### config.mk
export PLATFORM = sky130hd
export DESIGN_NAME = spi_host_flat
export DESIGN_NICKNAME = d
export VERILOG_FILES = /design/src/rtl/spi_host_if.sv /design/src/rtl/spi_host.sv /design/src/flat_wrapper.sv
export SDC_FILE = /design/constraint.sdc
export NUM_CORES = 1
export LEC_CHECK = 0
export BUFFER_PORTS_ARGS = -buffer_cell sky130_fd_sc_hd__buf_2
export CORE_MARGIN = 2
export CORE_UTILIZATION = 55
export CTS_CLUSTER_SIZE = 12
export DETAILED_ROUTE_END_ITERATION = 16
export GPL_ROUTABILITY_DRIVEN = 0
export GPL_TIMING_DRIVEN = 0
export HOLD_SLACK_MARGIN = 0.03
export PLACE_DENSITY = 0.78
export SLEW_MARGIN = 15
export SYNTH_ARGS = -nofsm -noshare
export SYNTH_HDL_FRONTEND = slang
export SYNTH_SLANG_ARGS = --single-unit
### constraint.sdc
create_clock -name clk -period 4.6 [get_ports clk]
set_input_delay 0.92 -clock clk [delete_from_list [all_inputs] [get_ports clk]]
set_output_delay 0.92 -clock clk [all_outputs]
set_load 0.05 [all_outputs]
### src/rtl/spi_host_if.sv
// Byte-source handshake and frame status shared by a command source and spi_host.
// The source drives cmd_data/cmd_valid and waits on cmd_ready; the host reports
// busy for the whole frame and pulses tx_done when chip select releases.
interface spi_host_if;
  logic [7:0] cmd_data;
  logic       cmd_valid;
  logic       cmd_ready;
  logic       busy;
  logic       tx_done;

  // Command source side.
  modport master (
    output cmd_data,
    output cmd_valid,
    input  cmd_ready,
    input  busy,
    input  tx_done
  );

  // spi_host side.
  modport slave (
    input  cmd_data,
    input  cmd_valid,
    output cmd_ready,
    output busy,
    output tx_done
  );
endinterface

### src/rtl/spi_host.sv
// Write-only SPI host: serializes one command byte per frame, mode 0, MSB first,
// active-low chip select. Every SPI pin comes straight from a flop; the only
// combinational output is cmd_ready.
module spi_host #(
  parameter int unsigned HALF_PERIOD = 4,
  parameter int unsigned CS_SETUP    = 2,
  parameter int unsigned CS_HOLD     = 2,
  parameter int unsigned CS_GAP      = 4
) (
  input  logic       clk,
  input  logic       rst,
  spi_host_if.slave  cmd,
  output logic       spi_clk,
  output logic       mosi,
  output logic       cs
);

  // Half-period counter only ever needs to reach HALF_PERIOD-1.
  localparam int unsigned HpW = (HALF_PERIOD > 1) ? $clog2(HALF_PERIOD) : 1;

  // Setup, hold and gap never overlap, so one phase counter serves all three;
  // it is sized for whichever of them is longest.
  localparam int unsigned CntMaxSh = (CS_SETUP > CS_HOLD) ? CS_SETUP : CS_HOLD;
  localparam int unsigned CntMax   = (CntMaxSh > CS_GAP) ? CntMaxSh : CS_GAP;
  localparam int unsigned CntW     = (CntMax > 1) ? $clog2(CntMax) : 1;

  localparam logic [HpW-1:0]  HpLast    = HpW'(HALF_PERIOD - 1);
  localparam logic [CntW-1:0] SetupLast = CntW'(CS_SETUP - 1);
  localparam logic [CntW-1:0] HoldLast  = CntW'(CS_HOLD - 1);
  localparam logic [CntW-1:0] GapLast   = CntW'(CS_GAP - 1);

  typedef enum logic [2:0] {
    StIdle,
    StSetup,
    StShift,
    StHold,
    StGap
  } state_e;

  state_e          state_q;
  // Bit 7 goes straight to mosi at acceptance, so only bits 6:0 are kept.
  logic [6:0]      shreg_q;
  logic [2:0]      bit_cnt_q;
  logic [HpW-1:0]  hp_cnt_q;
  logic [CntW-1:0] ph_cnt_q;
  logic            spi_clk_q;
  logic            mosi_q;
  logic            cs_q;
  logic            busy_q;
  logic            tx_done_q;

  // Ready only in IDLE and never while reset is asserted.
  assign cmd.cmd_ready = (state_q == StIdle) && !rst;
  assign cmd.busy      = busy_q;
  assign cmd.tx_done   = tx_done_q;
  assign spi_clk       = spi_clk_q;
  assign mosi          = mosi_q;
  assign cs            = cs_q;

  // Frame sequencer: state, counters and every registered output.
  always_ff @(posedge clk) begin
    if (rst) begin
      state_q   <= StIdle;
      shreg_q   <= '0;
      bit_cnt_q <= 3'd0;
      hp_cnt_q  <= '0;
      ph_cnt_q  <= '0;
      spi_clk_q <= 1'b0;
      mosi_q    <= 1'b0;
      cs_q      <= 1'b1;
      busy_q    <= 1'b0;
      tx_done_q <= 1'b0;
    end else begin
      tx_done_q <= 1'b0;
      unique case (state_q)
        StIdle: begin
          // cmd_ready is implied here: state is IDLE and rst is low.
          if (cmd.cmd_valid) begin
            shreg_q  <= cmd.cmd_data[6:0];
            mosi_q   <= cmd.cmd_data[7];
            cs_q     <= 1'b0;
            busy_q   <= 1'b1;
            ph_cnt_q <= '0;
            state_q  <= StSetup;
          end
        end

        StSetup: begin
          if (ph_cnt_q == SetupLast) begin
            ph_cnt_q <= '0;
            hp_cnt_q <= '0;
            state_q  <= StShift;
          end else begin
            ph_cnt_q <= ph_cnt_q + CntW'(1);
          end
        end

        StShift: begin
          if (hp_cnt_q == HpLast) begin
            hp_cnt_q <= '0;
            if (!spi_clk_q) begin
              spi_clk_q <= 1'b1;
            end else begin
              spi_clk_q <= 1'b0;
              if (bit_cnt_q == 3'd7) begin
                // Last high phase done: mosi keeps bit 0 through HOLD.
                bit_cnt_q <= 3'd0;
                ph_cnt_q  <= '0;
                state_q   <= StHold;
              end else begin
                // Next bit launches on the falling edge, stable for the next rise.
                bit_cnt_q <= bit_cnt_q + 3'd1;
                mosi_q    <= shreg_q[6];
                shreg_q   <= {shreg_q[5:0], 1'b0};
              end
            end
          end else begin
            hp_cnt_q <= hp_cnt_q + HpW'(1);
          end
        end

        StHold: begin
          if (ph_cnt_q == HoldLast) begin
            cs_q      <= 1'b1;
            mosi_q    <= 1'b0;
            tx_done_q <= 1'b1;
            ph_cnt_q  <= '0;
            state_q   <= StGap;
          end else begin
            ph_cnt_q <= ph_cnt_q + CntW'(1);
          end
        end

        StGap: begin
          if (ph_cnt_q == GapLast) begin
            busy_q   <= 1'b0;
            ph_cnt_q <= '0;
            state_q  <= StIdle;
          end else begin
            ph_cnt_q <= ph_cnt_q + CntW'(1);
          end
        end

        default: begin
          state_q <= StIdle;
        end
      endcase
    end
  end

endmodule

### src/flat_wrapper.sv
// flat-port wrapper written by rule: the top's interface ports become plain ports
module spi_host_flat 
#(
  parameter int unsigned HALF_PERIOD = 4,
  parameter int unsigned CS_SETUP    = 2,
  parameter int unsigned CS_HOLD     = 2,
  parameter int unsigned CS_GAP      = 4
)
  (clk, rst, spi_clk, mosi, cs, cmd_cmd_data, cmd_cmd_valid, cmd_cmd_ready, cmd_busy, cmd_tx_done);
  spi_host_if cmd_i ();
  input  logic clk;
  input  logic rst;
  output logic spi_clk;
  output logic mosi;
  output logic cs;
  input wire logic [$bits(cmd_i.cmd_data)-1:0] cmd_cmd_data;
  input wire logic [$bits(cmd_i.cmd_valid)-1:0] cmd_cmd_valid;
  output wire logic [$bits(cmd_i.cmd_ready)-1:0] cmd_cmd_ready;
  output wire logic [$bits(cmd_i.busy)-1:0] cmd_busy;
  output wire logic [$bits(cmd_i.tx_done)-1:0] cmd_tx_done;
  assign cmd_i.cmd_data = cmd_cmd_data;
  assign cmd_i.cmd_valid = cmd_cmd_valid;
  assign cmd_cmd_ready = cmd_i.cmd_ready;
  assign cmd_busy = cmd_i.busy;
  assign cmd_tx_done = cmd_i.tx_done;
  spi_host #(.HALF_PERIOD(HALF_PERIOD), .CS_SETUP(CS_SETUP), .CS_HOLD(CS_HOLD), .CS_GAP(CS_GAP)) u_core (.clk(clk), .rst(rst), .cmd(cmd_i), .spi_clk(spi_clk), .mosi(mosi), .cs(cs));
endmodule
Yosys cells after proc, flatten, opt, wreduce, memory -nomap -nowiden
Cells that the tools add are included.
Widths: inputs -> output; s select.
{"block": "op_classes", "muxes": 38, "addsub": 3, "reduce_logical": 20, "bitwise": 1, "eq_ne": 16}
{"operator": "$mux 7", "count": 4}
{"operator": "$mux 3", "count": 8}
{"operator": "$mux 2", "count": 8}
{"operator": "$pmux 3 s5", "count": 1}
{"operator": "$pmux 7 s2", "count": 1}
{"operator": "$ne 2x1->1 const B", "count": 6}
{"operator": "$mux 1", "count": 11}
{"operator": "$reduce_and 5->1", "count": 2}
{"operator": "$reduce_and 3->1", "count": 3}
{"operator": "$pmux 2 s4", "count": 1}
{"operator": "$reduce_bool 2->1", "count": 4}
{"operator": "$reduce_and 7->1", "count": 1}
{"operator": "$eq 3x2->1 const B", "count": 2}
{"operator": "$eq 3x3->1 const B", "count": 2}
{"operator": "$reduce_and 6->1", "count": 1}
{"operator": "$add 2x1->2 const B", "count": 2}
{"operator": "$eq 2x2->1 const B", "count": 2}
{"operator": "$ne 2x2->1 const B", "count": 2}
{"operator": "$pmux 1 s2", "count": 2}
{"operator": "$pmux 2 s2", "count": 1}
{"operator": "$reduce_and 2->1", "count": 2}
{"operator": "$reduce_bool 4->1", "count": 1}
{"operator": "$reduce_or 2->1", "count": 2}
{"operator": "$add 3x1->3 const B", "count": 1}
{"operator": "8 further kinds", "count": 8}
{"block": "word_totals", "out_inout_bits": 6, "in_bits": 11, "regBits": 22}

Logic depth before layout (Yosys ltp)
{"block": "logic_depth", "ltp_word": 5, "depth_mapped": 7, "mapped_depth_nobuf": 6}

Worst setup path after synthesis
OpenSTA, ideal clock, no wires.
{"block": "synth_timing", "path_type": "input port to output port", "startpoint": "input port rst", "endpoint": "output port cmd_cmd_ready", "path_slack_ns": 0.910, "arrival_time_ns": 2.770, "path_stages": 3, "t_required_ns": 3.680, "path_buffers": 2, "path_cell_list": "clkbuf_1 -> clkbuf_1 -> nor4_1"}
{"block": "synth_via", "elab_chain_len": 2}
{"element": "start: declaration", "line_no": "flat_wrapper.sv:12", "text": "input logic rst;"}
{"element": "$logic_not 1->1", "line_no": "spi_host.sv:53", "text": "assign cmd.cmd_ready = (state_q == StIdle) && !rst;"}
{"element": "$logic_and 1x1->1", "line_no": "spi_host.sv:53"}
{"element": "end: declaration", "line_no": "flat_wrapper.sv:18", "text": "output wire logic [$bits(cmd_i.cmd_ready)-1:0] cmd_cmd_ready;"}
Every way passes these cells.

Final worst setup path
Same ends and word-level chain as after synthesis.

==> metrics.txt <==
status=complete, no violations; VDD IR-drop max=0.384 mV; TritonCTS clock tree=done; Via Count=971; Max stage delay on crit path=0.49 ns; H-tree depth=1; CP delay by family, top=buffers and inverters; Die Area=2630 sq um; Pint=417 uW; commonest cells in the netlist=dfxtp_1, nor2_1, mux2i_1, ha_1; unrepaired setup endpoints after global routing=no; Hold WC Path Type=reg -> reg; post-route clock skew=0.00870 ns; total gr overflow=0; setup tns final=0 ns; Net Switching=271 uW; nets=168; die width=51.2 um; CP Cell Sequence=clkbuf_1 > clkbuf_1 > nor4_1 > buf_2; slowest CP cell=clkbuf_1; final setup violation count=0; Setup Fix Bufs, Post-CTS=0; Post-Route WL=2.34 mm; I/O Buffers=15; Worst path most repeated cell=clkbuf_1; Crit path required time=3.68 ns; post-route DRC violation count=0; Slew HR=62.1%; Antenna Cells=0; period utilization=63.4%; Seq/Total Area, Yosys=35.9%; Post-synth top flop=dfxtp_1; CTS Buf Count=3; pwr dens=501 nW/um^2; Final Cell Area=1370 sq um; Cells after Synth=130; antenna violations before repair=0; Fin. Hold Viols=0; Seq cells post-synth=22; first-pass GRT wire length=4.11 mm; DR WL/cell=13.2 um; Max Cap Viol=0; DP HPWL=1.81 mm; CTS Sinks=22; vias in the first global route=935; syn_area_per_cell=9.44 sq um; vias per cell=5.49; Ports=17; initial DRC count=17; cell with the most instances after synthesis=dfxtp_1; critical path class=in -> out; Comb power frac=47.5%; CTS max path bufs=2; Final min period=2.92 ns; # hold bufs at CTS=0; Sw Share=39.4%; Post-synth EDFFs=0; drt pass-1 iters=4; leading area contributor after synthesis=dfxtp_1; Setup crit end kind=primary output; ys async rst share=0%; Starting Density=56.6%; Worst-path clk slew=0.11 ns; Layout area overhead=11.9%; num rows=17; Area contributors post-synth=dfxtp_1, mux2i_1, ha_1; Routed Antenna Nets=0; clock share of power=15.4%; layout cells sized above 1=26.2%; Worst EP arrival=2.00 ns; crit path launch type=input pin; Total GRT Usage=21.1%; core footprint=2170 sq um; post-synth top area share=35.9%; Worst Path Buf+Inv=3; Yosys cell types=44; Mapped Nets=148; Worst-Skew Late Latency=0.31 ns; Worst-Margin Slew=0.569 ns; Ys Warns=0; Mapped Area=1230 sq um; crit-path max FO=10; Placed Area=1340 sq um; Sequential Power Share=37.0%; root buf cell=clkbuf_4; largest net degree at the start of global routing=13; Leak Pwr=0.591 nW; Slew Viols, Final=0; Die H=51.2 um; cts repair resizes=0; FMAX=343 MHz
## power by group through the flow
stage          clock network, mW  registers, mW  logic, mW
3_5_place_dp                   0          0.260      0.327
3_3_place_gp                   0          0.257      0.317
4_1_cts                    0.108          0.255      0.328
2_1_floorplan                  0          0.279      0.248
5_1_grt                    0.116          0.260      0.363
6_report                   0.106          0.255      0.327
## tightest hold or removal path, cell delays in order (launching register included)
cell and delay (ns):
dfxtp_1 0.33, nand2b_1 0.06, a21oi_1 0.05
## final timing paths
kind | startpoint | end | slack, ns | cells past startpoint
worst max-delay path | rst | cmd_cmd_ready | 1.68 | 4
worst min-delay path | u_core.shreg_q[0] | u_core.shreg_q[0] | 0.48 | 2
worst max register to register | u_core.bit_cnt_q[0] | u_core.shreg_q[1] | 2.86 | 7
worst min register to register | u_core.shreg_q[0] | u_core.shreg_q[0] | 0.48 | 2
## per-stage QoR
stage,worst slack [ns],utilization (%),cells,power (mW),hold slack (ns)
after floorplan,0.910,-,130,0.526,0.445
after global placement,1.72,61.6,173,0.574,0.460
after detailed placement,1.67,61.6,173,0.587,0.461
after CTS,1.67,63.3,177,0.692,0.484
after global routing,1.55,63.3,177,0.739,0.517
final,1.68,63.3,177,0.688,0.481
## routing by layer
metal | vias up | track usage (%) | routed length, um
li1 | 492 | - | -
met1 | 449 | 24.9 | 1010
met2 | 25 | 37.4 | 1200
met3 | 5 | 3.51 | 91
met4 | 0 | 9.21 | 44
met5 | - | 0 | 0
## cell type report
type	count	area (sq um)
buffer	9	56.3
multi-input combinational	95	716
sequential	22	440
timing repair buffer	15	75.1
inverter	4	15.0
clock buffer	4	36.3
tap	28	35.0
fill	203	796
## cells in the final DEF (no fill, tap or decap), types with 3 or more instances in the layout
| cell type | instances |
|---|---|
| inv_1 | 4 |
| a211oi_2 | 4 |
| mux2i_1 | 9 |
| nor2b_1 | 4 |
| a211oi_1 | 4 |
| dfxtp_1 | 22 |
| nand2b_1 | 5 |
| clkbuf_1 | 3 |
| buf_2 | 18 |
| nor2_1 | 19 |
| clkbuf_4 | 3 |
| a21oi_1 | 5 |
| nand2_1 | 5 |
| ha_1 | 7 |
## registers in the layout, indices dropped and copies added, names as in the netlist
register,cells
u_core.mosi,1
u_core.ph_cnt_q,2
u_core.cmd.tx_done,1
u_core.cmd.busy,1
u_core.shreg_q,7
u_core.spi_clk,1
u_core.state_q,3
u_core.hp_cnt_q,2
u_core.cs,1
u_core.bit_cnt_q,3
## logic make-up after synthesis
kind of cell             Yosys count  share of synthesized area, %
multiplexers                      12                          10.4
AND/OR/NAND/NOR                   49                          22.9
AO/OA/AOI/OAI                     25                          16.4
XOR/XNOR                           2                          1.43
adder cells (fa/ha/maj)            7                          7.14
flip-flops                        22                          35.9
buffers and inverters             13                          5.81
No activity file was read; power rests on OpenSTA's default activity.
